## config.mk

```make
export PLATFORM = sky130hd
export DESIGN_NAME = uart_tx_flat
export DESIGN_NICKNAME = d
export VERILOG_FILES = /design/src/rtl/uart_pkg.sv /design/src/rtl/uart_tx_if.sv /design/src/rtl/uart_baud_tick.sv /design/src/rtl/uart_tx.sv /design/src/flat_wrapper.sv
export SDC_FILE = /design/constraint.sdc
export NUM_CORES = 1
export LEC_CHECK = 0
export ABC_AREA = 1
export CORE_MARGIN = 3
export CORE_UTILIZATION = 45
export DETAILED_ROUTE_END_ITERATION = 12
export GPL_ROUTABILITY_DRIVEN = 1
export SETUP_SLACK_MARGIN = 0.05
export SYNTH_ARGS = -nofsm -noshare
export SYNTH_HDL_FRONTEND = slang
export SYNTH_SLANG_ARGS = --single-unit
```

## constraint.sdc

```tcl
create_clock -name clock -period 1.8 [get_ports clock]
set_input_delay 0.18 -clock clock [delete_from_list [all_inputs] [get_ports clock]]
set_output_delay 0.18 -clock clock [all_outputs]
set_load 0.05 [all_outputs]
```

## src/rtl/uart_pkg.sv

```systemverilog
// Shared UART types and timing helper used by uart_tx, uart_rx and uart_baud_tick.
package uart_pkg;

    typedef enum logic [2:0] {
        S_IDLE,
        S_START,
        S_DATA,
        S_PARITY,
        S_STOP
    } state_t;

    typedef enum logic [1:0] {
        PAR_NONE = 2'd0,
        PAR_EVEN = 2'd1,
        PAR_ODD  = 2'd2
    } parity_t;

    // Clocks per line bit; integer division truncates.
    function automatic int unsigned bit_cycles(input int unsigned clock_freq,
                                               input int unsigned baud);
        return clock_freq / baud;
    endfunction

endpackage

```

## src/rtl/uart_tx_if.sv

```systemverilog
// Upstream word handshake plus serial line and status for the UART transmitter.
interface uart_tx_if #(
    parameter int unsigned DATA_BITS = 8
);
    logic [DATA_BITS-1:0] tx_data;
    logic                 tx_valid;
    logic                 tx_ready;
    logic                 tx;
    logic                 tx_busy;
    logic                 tx_done;

    modport master (
        output tx_data, tx_valid,
        input  tx_ready, tx, tx_busy, tx_done
    );

    modport slave (
        input  tx_data, tx_valid,
        output tx_ready, tx, tx_busy, tx_done
    );
endinterface

```

## src/rtl/uart_baud_tick.sv

```systemverilog
// Restartable per-bit cycle counter; the tick marks the last clock of each bit period.
module uart_baud_tick #(
    parameter int unsigned BIT_CYCLES = 10
) (
    input  logic clock,
    input  logic reset,
    input  logic i_restart,
    output logic o_bit_tick_c
);
    localparam int unsigned CNT_W = $clog2(BIT_CYCLES + 1);
    localparam logic [CNT_W-1:0] LAST = CNT_W'(BIT_CYCLES - 1);

    logic [CNT_W-1:0] r_count;

    assign o_bit_tick_c = (r_count == LAST);

    always_ff @(posedge clock or posedge reset) begin
        if (reset) begin
            r_count <= '0;
        end else if (i_restart || o_bit_tick_c) begin
            r_count <= '0;
        end else begin
            r_count <= r_count + CNT_W'(1);
        end
    end
endmodule

```

## src/rtl/uart_tx.sv

```systemverilog
// UART transmitter: start bit, LSB-first data, optional parity, 1 or 2 stop bits.
module uart_tx
    import uart_pkg::*;
#(
    parameter int unsigned BAUD_RATE  = 9600,
    parameter int unsigned CLOCK_FREQ = 50000000,
    parameter int unsigned DATA_BITS  = 8,
    parameter int unsigned PARITY     = 0,
    parameter int unsigned STOP_BITS  = 1
) (
    input  logic        clock,
    input  logic        reset,
    uart_tx_if.slave    bus
);
    localparam int unsigned BIT_CYCLES = bit_cycles(CLOCK_FREQ, BAUD_RATE);
    localparam int unsigned BC_W       = $clog2(DATA_BITS + 1);
    localparam parity_t     PAR_MODE   = parity_t'(PARITY[1:0]);
    localparam logic [BC_W-1:0] LAST_DATA = BC_W'(DATA_BITS - 1);
    localparam logic [BC_W-1:0] LAST_STOP = BC_W'(STOP_BITS - 1);

    state_t               r_state;
    state_t               w_state_next;
    logic [DATA_BITS-1:0] r_shreg;
    logic [DATA_BITS-1:0] w_shreg_next;
    logic [BC_W-1:0]      r_bit_cnt;
    logic [BC_W-1:0]      w_bit_cnt_next;
    logic                 r_parity;
    logic                 w_parity_next;
    logic                 r_tx;
    logic                 w_tx_next;
    logic                 w_restart;
    logic                 w_bit_tick;

    uart_baud_tick #(
        .BIT_CYCLES (BIT_CYCLES)
    ) u_baud (
        .clock        (clock),
        .reset        (reset),
        .i_restart    (w_restart),
        .o_bit_tick_c (w_bit_tick)
    );

    // Status is decoded from registers only, so no input reaches an output combinationally.
    assign bus.tx       = r_tx;
    assign bus.tx_ready = (r_state == S_IDLE);
    assign bus.tx_busy  = (r_state != S_IDLE);
    assign bus.tx_done  = (r_state == S_STOP) && w_bit_tick && (r_bit_cnt == LAST_STOP);

    always_ff @(posedge clock or posedge reset) begin
        if (reset) begin
            r_state   <= S_IDLE;
            r_shreg   <= '0;
            r_bit_cnt <= '0;
            r_parity  <= 1'b0;
            r_tx      <= 1'b1;
        end else begin
            r_state   <= w_state_next;
            r_shreg   <= w_shreg_next;
            r_bit_cnt <= w_bit_cnt_next;
            r_parity  <= w_parity_next;
            r_tx      <= w_tx_next;
        end
    end

    // The line value is computed for the next state so tx leaves the register already aligned.
    always_comb begin
        w_state_next   = r_state;
        w_shreg_next   = r_shreg;
        w_bit_cnt_next = r_bit_cnt;
        w_parity_next  = r_parity;
        w_tx_next      = r_tx;
        w_restart      = 1'b0;

        unique case (r_state)
            S_IDLE: begin
                w_tx_next = 1'b1;
                if (bus.tx_valid) begin
                    w_shreg_next   = bus.tx_data;
                    w_parity_next  = (^bus.tx_data) ^ (PAR_MODE == PAR_ODD);
                    w_bit_cnt_next = '0;
                    w_restart      = 1'b1;
                    w_state_next   = S_START;
                    w_tx_next      = 1'b0;
                end
            end
            S_START: begin
                if (w_bit_tick) begin
                    w_state_next   = S_DATA;
                    w_bit_cnt_next = '0;
                    w_tx_next      = r_shreg[0];
                end
            end
            S_DATA: begin
                if (w_bit_tick) begin
                    w_shreg_next = {1'b0, r_shreg[DATA_BITS-1:1]};
                    if (r_bit_cnt == LAST_DATA) begin
                        w_bit_cnt_next = '0;
                        if (PAR_MODE != PAR_NONE) begin
                            w_state_next = S_PARITY;
                            w_tx_next    = r_parity;
                        end else begin
                            w_state_next = S_STOP;
                            w_tx_next    = 1'b1;
                        end
                    end else begin
                        w_bit_cnt_next = r_bit_cnt + BC_W'(1);
                        w_tx_next      = r_shreg[1];
                    end
                end
            end
            S_PARITY: begin
                if (w_bit_tick) begin
                    w_state_next   = S_STOP;
                    w_bit_cnt_next = '0;
                    w_tx_next      = 1'b1;
                end
            end
            S_STOP: begin
                w_tx_next = 1'b1;
                if (w_bit_tick) begin
                    if (r_bit_cnt == LAST_STOP) begin
                        w_state_next   = S_IDLE;
                        w_bit_cnt_next = '0;
                    end else begin
                        w_bit_cnt_next = r_bit_cnt + BC_W'(1);
                    end
                end
            end
            default: begin
                w_state_next = S_IDLE;
                w_tx_next    = 1'b1;
            end
        endcase
    end
endmodule
```

## src/flat_wrapper.sv

```systemverilog
// flat-port wrapper written by rule: the top's interface ports become plain ports
module uart_tx_flat import uart_pkg::*;
#(
    parameter int unsigned BAUD_RATE  = 9600,
    parameter int unsigned CLOCK_FREQ = 50000000,
    parameter int unsigned DATA_BITS  = 8,
    parameter int unsigned PARITY     = 0,
    parameter int unsigned STOP_BITS  = 1
)
  (clock, reset, bus_tx_data, bus_tx_valid, bus_tx_ready, bus_tx, bus_tx_busy, bus_tx_done);
  uart_tx_if #(.DATA_BITS(DATA_BITS)) bus_i ();
  input  logic clock;
  input  logic reset;
  input wire logic [$bits(bus_i.tx_data)-1:0] bus_tx_data;
  input wire logic [$bits(bus_i.tx_valid)-1:0] bus_tx_valid;
  output wire logic [$bits(bus_i.tx_ready)-1:0] bus_tx_ready;
  output wire logic [$bits(bus_i.tx)-1:0] bus_tx;
  output wire logic [$bits(bus_i.tx_busy)-1:0] bus_tx_busy;
  output wire logic [$bits(bus_i.tx_done)-1:0] bus_tx_done;
  assign bus_i.tx_data = bus_tx_data;
  assign bus_i.tx_valid = bus_tx_valid;
  assign bus_tx_ready = bus_i.tx_ready;
  assign bus_tx = bus_i.tx;
  assign bus_tx_busy = bus_i.tx_busy;
  assign bus_tx_done = bus_i.tx_done;
  uart_tx #(.BAUD_RATE(BAUD_RATE), .CLOCK_FREQ(CLOCK_FREQ), .DATA_BITS(DATA_BITS), .PARITY(PARITY), .STOP_BITS(STOP_BITS)) u_core (.clock(clock), .reset(reset), .bus(bus_i));
endmodule
```

==> results of run 1 <==
[state kept, by name (all words and copies together) (netlist names)]
name                   count
u_core.bus.tx              1
u_core.r_state             3
u_core.r_bit_cnt           4
u_core.u_baud.r_count     13
u_core.r_shreg             8
[cell type report]
type	instances	area [um^2]	share of cell area [%]
Clock inverter	1	5.00	0.228
Multi-Input combinational cell	186	955	43.6
Timing Repair Buffer	24	230	10.5
Sequential cell	29	728	33.2
Clock buffer	7	96.3	4.40
Inverter	31	116	5.31
Tap cell	48	60.1	2.74
[layer usage]
layer	share of wire, %	up-vias	GRT usage (%)	routed length [um]
li1	-	846	-	-
met1	53	720	25.4	1990
met2	43	27	25.5	1610
met3	3.6	5	3.77	136
met4	1.1	0	5.64	41
met5	0	-	0	0
[power by group]
part	internal, mW	switching (mW)	total (mW)	leakage [nW]
clock	0.345	0.248	0.593	0.0542
sequential	0.848	0.153	1.00	0.377
combinational	0.451	0.780	1.23	0.713
[synth_stat cells]
| cell type | n | area, um^2 |
|---|---|---|
| buf_4 | 1 | 7.51 |
| nand2_1 | 97 | 364 |
| ha_1 | 3 | 37.5 |
| nor3_2 | 3 | 30.0 |
| dfrtp_1 | 28 | 701 |
| nand2_4 | 1 | 11.3 |
| nor3b_2 | 1 | 12.5 |
| nor2_2 | 2 | 12.5 |
| buf_6 | 3 | 33.8 |
| nand3_2 | 2 | 20.0 |
| nand2_8 | 1 | 20.0 |
| o21ai_0 | 1 | 5.00 |
| nor2_4 | 1 | 11.3 |
| nand2_2 | 2 | 12.5 |
| inv_1 | 27 | 101 |
| o21ai_1 | 1 | 5.00 |
| a21boi_0 | 1 | 7.51 |
| inv_2 | 4 | 15.0 |
| a31oi_1 | 1 | 6.26 |
| nand3_1 | 22 | 110 |
| nand3_4 | 1 | 17.5 |
| dfstp_2 | 1 | 26.3 |
| nor4_1 | 1 | 6.26 |
| a21oi_1 | 7 | 35.0 |
| nor2_1 | 22 | 82.6 |
| xor2_1 | 2 | 17.5 |
| nor3_1 | 5 | 25.0 |
| nor3_4 | 2 | 32.5 |
| nand4_1 | 7 | 43.8 |
[cell families (layout without fill, tap and decap cells)]
kind of cell               after synthesis  in the layout  synth area share [%]
and+or+nand+nor                        170            170                  44.9
xor gates and xnor gates                 2              2                 0.968
DFF                                     29             29                  40.2
buffers and inverters                   35             63                  8.71
adders and majority gates                3              3                  2.07
AOI/OAI and AO/OA                       11             11                  3.25
[timing repair]
action,CTS,global route
hold buffers,0,0
resized for setup,1,8
setup buffers,2,3
pin swaps,1,3
endpoints found under the setup margin,1,1
[critical path, stage by stage, from the launching register on]
cell and delay (ns):
dfrtp_1 0.43, inv_2 0.10, nand2_1 0.05, nor2_1 0.12, nand3_2 0.13, nor3_4 0.23, buf_12 0.16
[worst max path at each step]
stage | startpoint | to | cells after the start | slack, ns
after global placement | u_core.r_state[1]$_DFFE_PP0P_ | u_core.u_baud.r_count[6]$_DFF_PP0_ | 6 | 0.31
after detailed placement | u_core.u_baud.r_count[5]$_DFF_PP0_ | bus_tx_done | 6 | 0.29
after floorplan | u_core.u_baud.r_count[0]$_DFF_PP0_ | bus_tx_done | 5 | 0.11
after global routing | u_core.u_baud.r_count[1]$_DFF_PP0_ | bus_tx_done | 6 | 0.06
final | u_core.u_baud.r_count[8]$_DFF_PP0_ | bus_tx_done | 6 | 0.13
after CTS | u_core.u_baud.r_count[0]$_DFF_PP0_ | bus_tx_done | 6 | 0.11
==> impl_metrics.json, run 1 <==
{
  "die_x_um": 69.4,
  "regToRegSetupSlack_ns": 0.32,
  "critical_path_class": "reg2out",
  "cts_tree": "yes",
  "setup_violations": 0,
  "gp_congestion": 0.805,
  "cts_sinks": 29,
  "min_period_ns": 1.67,
  "ys_seq_elements": 29,
  "mostFrequentLayoutCells": "nand2_1 (96), dfrtp_1 (27), inv_1 (24), nand3_1 (22), nor2_1 (21)",
  "grt_pass1_vias": 1515,
  "cts.path.max_buffers": 2,
  "core_area_mm2": 0.00377,
  "ys_seq_area_share_pct": 40.2,
  "grt_usage_pct": 17.4,
  "pin_count": 15,
  "vias": 1598,
  "synthCells": 250,
  "hp-class": "in2async",
  "relSlewSlack_pct": 74.4,
  "vias_per_cell": 4.90,
  "syn_area_mm2": 0.00181,
  "initial_core_util_pct": 48.0,
  "required_ns": 1.62,
  "utilization_pct": 58.1,
  "die_area_mm2": 0.00482,
  "portBuffers": 14,
  "ant_nets": 0,
  "cp-start-kind": "flop",
  "tightestPinTransition_ns": 0.384,
  "p_leak_nw": 1.14,
  "fmax_mhz": 597,
  "rr_startpoint": "u_core.r_state[2]$_DFFE_PP0P_",
  "final_area_mm2": 0.00219,
  "place_ws_ns": 0.289,
  "min_period_over_period_pct": 93.0,
  "antenna_found_initial": 0,
  "cts_root_buffer": "clkbuf_8",
  "slew_violations": 0,
  "yosys_warnings": 0,
  "drc": 0,
  "hold_viol": 0,
  "fin_skew_ns": 0.00951,
  "power.total_mw": 2.82,
  "ir_worst_vdd_uv": 685,
  "rows": 22,
  "r2r_end": "u_core.r_state[2]$_DFFE_PP0P_",
  "drive_gt1_share_pct": 18.3,
  "outcome": "finished, final reports clean",
  "end_kind": "output pin",
  "post_synth.cell_area_avg_um2": 7.24,
  "placed_area_mm2": 0.00203,
  "dr.pass1.iters": 4,
  "cp.arrival_ns": 1.49,
  "wl_per_cell_um": 11.6,
  "setup_ws_ns": 0.125,
  "drt_iter0_drc": 125,
  "grt_max_degree": 30,
  "powerDensity_mw_per_mm2": 1290,
  "maxCapViolCount": 0,
  "antennaDiodeCount": 0,
  "cts.clk_slew.worst_paths_ns": 0.07,
  "crit_fanout": 4,
  "placed_cells": 313,
  "htreeDepth": 2,
  "hpwl_um": 2760,
  "fin_nets": 291,
  "hold_slack_ns": 0.275,
  "layout_commonest_cell": "nand2_1",
  "numCtsBuffers": 5,
  "finalSetupTns_ns": 0,
  "globalRoute.totalOverflow": 0,
  "finalWirelength_um": 3790,
  "rsz0062_at_grt": "no",
  "r2r_cells": 9,
  "final_cells": 326,
  "syn_nets": 264,
  "die_height_um": 69.4,
  "grt_pass1_wl_um": 6880,
  "yosysUniqueCellTypes": 29,
  "nFillCells": 370,
  "syn_to_final_growth_pct": 21.0,
  "clk_latency_ns": 0.28
}
(Power assumes the default switching activity.)
==> run 2, diff against run 1 <==
CELL_PAD_IN_SITES_DETAIL_PLACEMENT = 0   (was not set)
CELL_PAD_IN_SITES_GLOBAL_PLACEMENT = 1   (was not set)
PLACE_DENSITY_LB_ADDON = 0.1   (was not set)
TNS_END_PERCENT = 50   (was not set)
==> run 2 against run 1 <==
  * Non-clock buffer count grew 1
  * First-iteration DRC count shrank 14%
  * Cell area is essentially flat
  * Global-route usage shrank 0.46 points
  * Critical path type unchanged
  * Combinational power is essentially flat
  * Sequential cell count is the same
  * Worst hold slack gained 0.0077 ns
==> impl_metrics.json, run 2 (synthesized netlist as in run 1, its figures left out) <==
{
  "grt_usage_pct": 17.0,
  "swShare_pct": 42.4,
  "globalRoute.totalOverflow": 0,
  "reg.largest.list": "u_core.u_baud.r_count: 13 flops, u_core.r_shreg: 8 flops, u_core.r_bit_cnt: 4 flops",
  "nFillCells": 349,
  "crit_fanout": 5,
  "required_ns": 1.62,
  "critical_path_class": "reg2out",
  "finalWirelength_um": 3940,
  "hold_slack_ns": 0.283,
  "powerDensity_mw_per_mm2": 1280,
  "drive_gt1_share_pct": 19.1,
  "internal-power_mw": 1.62,
  "numCtsBuffers": 5,
  "mostFrequentLayoutCells": "nand2_1 (96), dfrtp_1 (26), inv_1 (24), nand3_1 (22), nor2_1 (19)",
  "setup_violations": 0,
  "cp.arrival_ns": 1.51,
  "p_seq_share_pct": 35.6,
  "cp-start-kind": "flop",
  "fin_skew_ns": 0.00762,
  "min_period_ns": 1.69,
  "die_x_um": 69.4,
  "largest_reg_flops": 13,
  "maxCapViolCount": 0,
  "hp-class": "in2async",
  "cts.clk_slew.worst_paths_ns": 0.07,
  "ir_worst_vdd_uv": 564,
  "fin_nets": 292,
  "finalSetupTns_ns": 0,
  "vias": 1633,
  "rows": 22,
  "drt_iter0_drc": 108,
  "antennaDiodeCount": 0,
  "cts_tree": "yes",
  "cts_root_buffer": "clkbuf_8",
  "dr.pass1.iters": 4,
  "combPwrFrac_pct": 44.9,
  "portBuffers": 14,
  "die_height_um": 69.4,
  "grt_pass1_wl_um": 6700,
  "antenna_found_initial": 0,
  "place_ws_ns": 0.293,
  "gp_congestion": 0.785,
  "clk_latency_ns": 0.28,
  "p_leak_nw": 1.14,
  "drc": 0,
  "slew_violations": 0,
  "initial_core_util_pct": 48.0,
  "wl_per_cell_um": 12.1,
  "tightestPinTransition_ns": 0.378,
  "cts.path.max_buffers": 2,
  "layout_commonest_cell": "nand2_1",
  "die_area_mm2": 0.00482,
  "ant_nets": 0,
  "pin_count": 15,
  "fmax_mhz": 591,
  "regMostFlops": "u_core.u_baud.r_count",
  "switchingPower_mw": 1.19,
  "outcome": "finished, final reports clean",
  "utilization_pct": 58.1,
  "setup_ws_ns": 0.108,
  "rsz0062_at_grt": "no",
  "clkPwrFrac_pct": 19.5,
  "hold_viol": 0,
  "grt_pass1_vias": 1499,
  "htreeDepth": 2,
  "end_kind": "output pin",
  "min_period_over_period_pct": 94.0,
  "grt_max_degree": 30,
  "vias_per_cell": 5.01,
  "syn_to_final_growth_pct": 21.1,
  "hpwl_um": 2720,
  "cts_sinks": 29,
  "core_area_mm2": 0.00377,
  "relSlewSlack_pct": 74.8
}
## run 2: cell count changes in the layout (fill, tap and decap cells not counted), sizes merged
cell,previous run,this run
buf,14,15
clkinv,1,0
## run 2: layout make-up
cell class	instances	area, um^2	area share [%]
multi-input combinational	186	960	43.8
sequential	29	729	33.3
timing repair buffer	25	238	10.8
inverter	31	119	5.42
clock buffer	7	86.3	3.94
tap	48	60.1	2.74
## run 2: critical path: stages, from the launching register on
cell and delay (ns):
dfrtp_2 0.43, inv_4 0.09, nand2_1 0.08, nor2_2 0.13, nand3_2 0.11, nor3_4 0.23
buf_12 0.16
## run 2: worst paths after layout
kind | start | to | slack (ns) | cells past startpoint
max | u_core.u_baud.r_count[5]$_DFF_PP0_ | bus_tx_done | 0.11 | 6
min | reset | u_core.r_shreg[1]$_DFFE_PP0P_ | 0.28 | 3
max reg2reg | u_core.u_baud.r_count[5]$_DFF_PP0_ | u_core.u_baud.r_count[8]$_DFF_PP0_ | 0.31 | 7
min reg2reg | u_core.bus.tx$_DFFE_PP1P_ | u_core.bus.tx$_DFFE_PP1P_ | 0.49 | 2
max in group asynchronous | reset | u_core.bus.tx$_DFFE_PP1P_ | 1.20 | 3
min in group clock | u_core.bus.tx$_DFFE_PP1P_ | u_core.bus.tx$_DFFE_PP1P_ | 0.49 | 2
## run 2: per-stage QoR
step / total power, mW / cell area (um^2) / cells
final: 2.81 / 2190 / 326
after floorplan: 1.90 / 1820 / 250
after CTS: 2.74 / 2120 / 320
after global placement: 2.19 / 2020 / 312
after global routing: 3.05 / 2190 / 326
after detailed placement: 2.18 / 2020 / 312
## run 2: repair_timing
item | in CTS | in global routing
buffers inserted | 1 | 6
pin swaps | 1 | 3
endpoints found under the hold margin | 0 | 0
endpoints found under the setup margin | 1 | 1
hold buffers | 0 | 0
resized for setup | 1 | 12
## run 2: metal layers
metal / global-route usage (%) / wire length (um) / up-vias
met5: 0 / 0 / -
met4: 5.21 / 36 / 0
met3: 2.61 / 182 / 4
met2: 25.4 / 1780 / 30
met1: 25.1 / 1940 / 752
li1: - / - / 847
## run 2: power by group through the flow
stage,combinational [mW],clock (mW),sequential [mW]
finish,1.26,0.548,1.00
global route,1.43,0.595,1.03
CTS,1.19,0.561,0.989
detailed placement,1.18,0,1.00
global placement,1.19,0,1.00
floorplan,0.895,0,1.01
==> run 3, diff against run 2 <==
CAP_MARGIN = 0   (was not set)
CTS_BUF_LIST = sky130_fd_sc_hd__clkbuf_8 sky130_fd_sc_hd__clkbuf_16   (was not set)
==> run 3 against run 2 <==
  * Sequential power about the same
  * Worst hold slack got worse by 0.0015 ns
  * Worst setup slack worse by 0.0020 ns
  * Via count fell by 0.12%
  * Global-route usage stayed put
  * Routed wire length up 0.71%
  * Sequential share of layout area stayed put
  * Final cell count did not move
==> impl_metrics.json, run 3 (synthesized netlist as in run 1, its figures left out) <==
{
  "outcome": "finished, final reports clean",
  "powerDensity_mw_per_mm2": 1280,
  "grt_pass1_wl_um": 6700,
  "drt_iter0_drc": 115,
  "portBuffers": 14,
  "hold_slack_ns": 0.281,
  "antennaDiodeCount": 0,
  "cts_root_buffer": "clkbuf_8",
  "cts.path.max_buffers": 2,
  "p_leak_nw": 1.14,
  "min_period_ns": 1.69,
  "initial_core_util_pct": 48.0,
  "cts.clk_slew.worst_paths_ns": 0.07,
  "rows": 22,
  "ant_nets": 0,
  "drive_gt1_share_pct": 19.1,
  "reg.largest.list": "u_core.u_baud.r_count: 13 flops, u_core.r_shreg: 8 flops, u_core.r_bit_cnt: 4 flops",
  "syn_to_final_growth_pct": 21.1,
  "globalRoute.totalOverflow": 0,
  "rr_startpoint": "u_core.u_baud.r_count[5]$_DFF_PP0_",
  "grt_pass1_vias": 1499,
  "tightestPinTransition_ns": 0.379,
  "crit_fanout": 5,
  "ir_worst_vdd_uv": 566,
  "grt_max_degree": 30,
  "r2r_cells": 7,
  "seqCellArea_um2": 729,
  "critical_path_class": "reg2out",
  "hp-class": "in2async",
  "power.total_mw": 2.81,
  "setup_violations": 0,
  "drc": 0,
  "gp_congestion": 0.785,
  "cts_hold_repair.buffers": 0,
  "pin_count": 15,
  "cp.arrival_ns": 1.51,
  "cp-start-kind": "flop",
  "finalWirelength_um": 3970,
  "cts_tree": "yes",
  "slew_violations": 0,
  "utilization_pct": 58.1,
  "antenna_found_initial": 0,
  "htreeDepth": 2,
  "layout_commonest_cell": "nand2_1",
  "dr.pass1.iters": 4,
  "die_height_um": 69.4,
  "die_x_um": 69.4,
  "fin_nets": 292,
  "min_period_over_period_pct": 94.1,
  "maxCapViolCount": 0,
  "hold_viol": 0,
  "regMostFlops": "u_core.u_baud.r_count",
  "largest_reg_flops": 13,
  "fmax_mhz": 590,
  "finalSetupTns_ns": 0,
  "required_ns": 1.62,
  "end_kind": "output pin",
  "fin_skew_ns": 0.00886,
  "mostFrequentLayoutCells": "nand2_1 (96), dfrtp_1 (26), inv_1 (25), nand3_1 (22), nor2_1 (19)",
  "clk_latency_ns": 0.28,
  "wl_per_cell_um": 12.2,
  "multi_input_area_um2": 960,
  "relSlewSlack_pct": 74.8,
  "grt_usage_pct": 17.0,
  "vias": 1631,
  "cts_sinks": 29,
  "regToRegSetupSlack_ns": 0.31,
  "numCtsBuffers": 5,
  "die_area_mm2": 0.00482,
  "vias_per_cell": 5.00,
  "r2r_end": "u_core.u_baud.r_count[8]$_DFF_PP0_",
  "rsz0062_at_grt": "no",
  "hpwl_um": 2720,
  "nFillCells": 349,
  "core_area_mm2": 0.00377
}
==> run 3: cell count changes in the layout (fill, tap and decap cells not counted), sizes merged <==
cell / delta
clkbuf: -1
inv: +1
==> run 3: how the worst max path moves through the flow <==
stage | end | depth (start not counted) | startpoint
floorplan | bus_tx_done | 5 | u_core.u_baud.r_count[0]$_DFF_PP0_
global placement | u_core.u_baud.r_count[8]$_DFF_PP0_ | 6 | u_core.r_state[1]$_DFFE_PP0P_
detailed placement | bus_tx_done | 6 | u_core.u_baud.r_count[0]$_DFF_PP0_
CTS | bus_tx_done | 6 | u_core.u_baud.r_count[5]$_DFF_PP0_
global route | bus_tx_done | 6 | u_core.u_baud.r_count[5]$_DFF_PP0_
finish | bus_tx_done | 6 | u_core.u_baud.r_count[5]$_DFF_PP0_
==> run 3: area by class of cell <==
cell class,count,area share (%)
multi-input combinational,186,43.8
timing repair buffer,25,10.8
tap,48,2.74
inverter,31,5.42
clock buffer,6,3.77
clock inverter,1,0.171
sequential,29,33.3
==> run 3: routing by layer <==
metal  vias up  GRT usage [%]  wire [um]
met5         -              0          0
met4         0           5.21         70
met3         9           2.61        159
met2        27           25.4       1780
met1       746           25.1       1960
li1        849              -          -
==> run 3: power by group <==
part,switching [mW],total (mW),internal [mW]
sequential,0.154,1.00,0.848
combinational,0.798,1.27,0.468
clock,0.248,0.545,0.297
total,1.20,2.81,1.61
==> run 3: per-stage QoR <==
step	cells	setup WS, ns	instance area (um^2)
floorplan	250	0.114	1820
global placement	312	0.317	2020
detailed placement	312	0.293	2020
CTS	320	0.0862	2120
global route	326	0.0244	2190
finish	326	0.106	2190
==> run 3: worst max-delay path, cell delays in order (launching register included) <==
cell	delay (ns)
dfrtp_2	0.43
inv_4	0.09
nand2_1	0.08
nor2_2	0.13
nand3_2	0.11
nor3_4	0.23
buf_12	0.16
==> run 3: repair_timing <==
action | CTS | global route
endpoints found under the setup margin | 1 | 1
hold endpoints to repair | 0 | 0
pin swaps | 1 | 3
buffers inserted | 1 | 6
resized for setup | 1 | 12
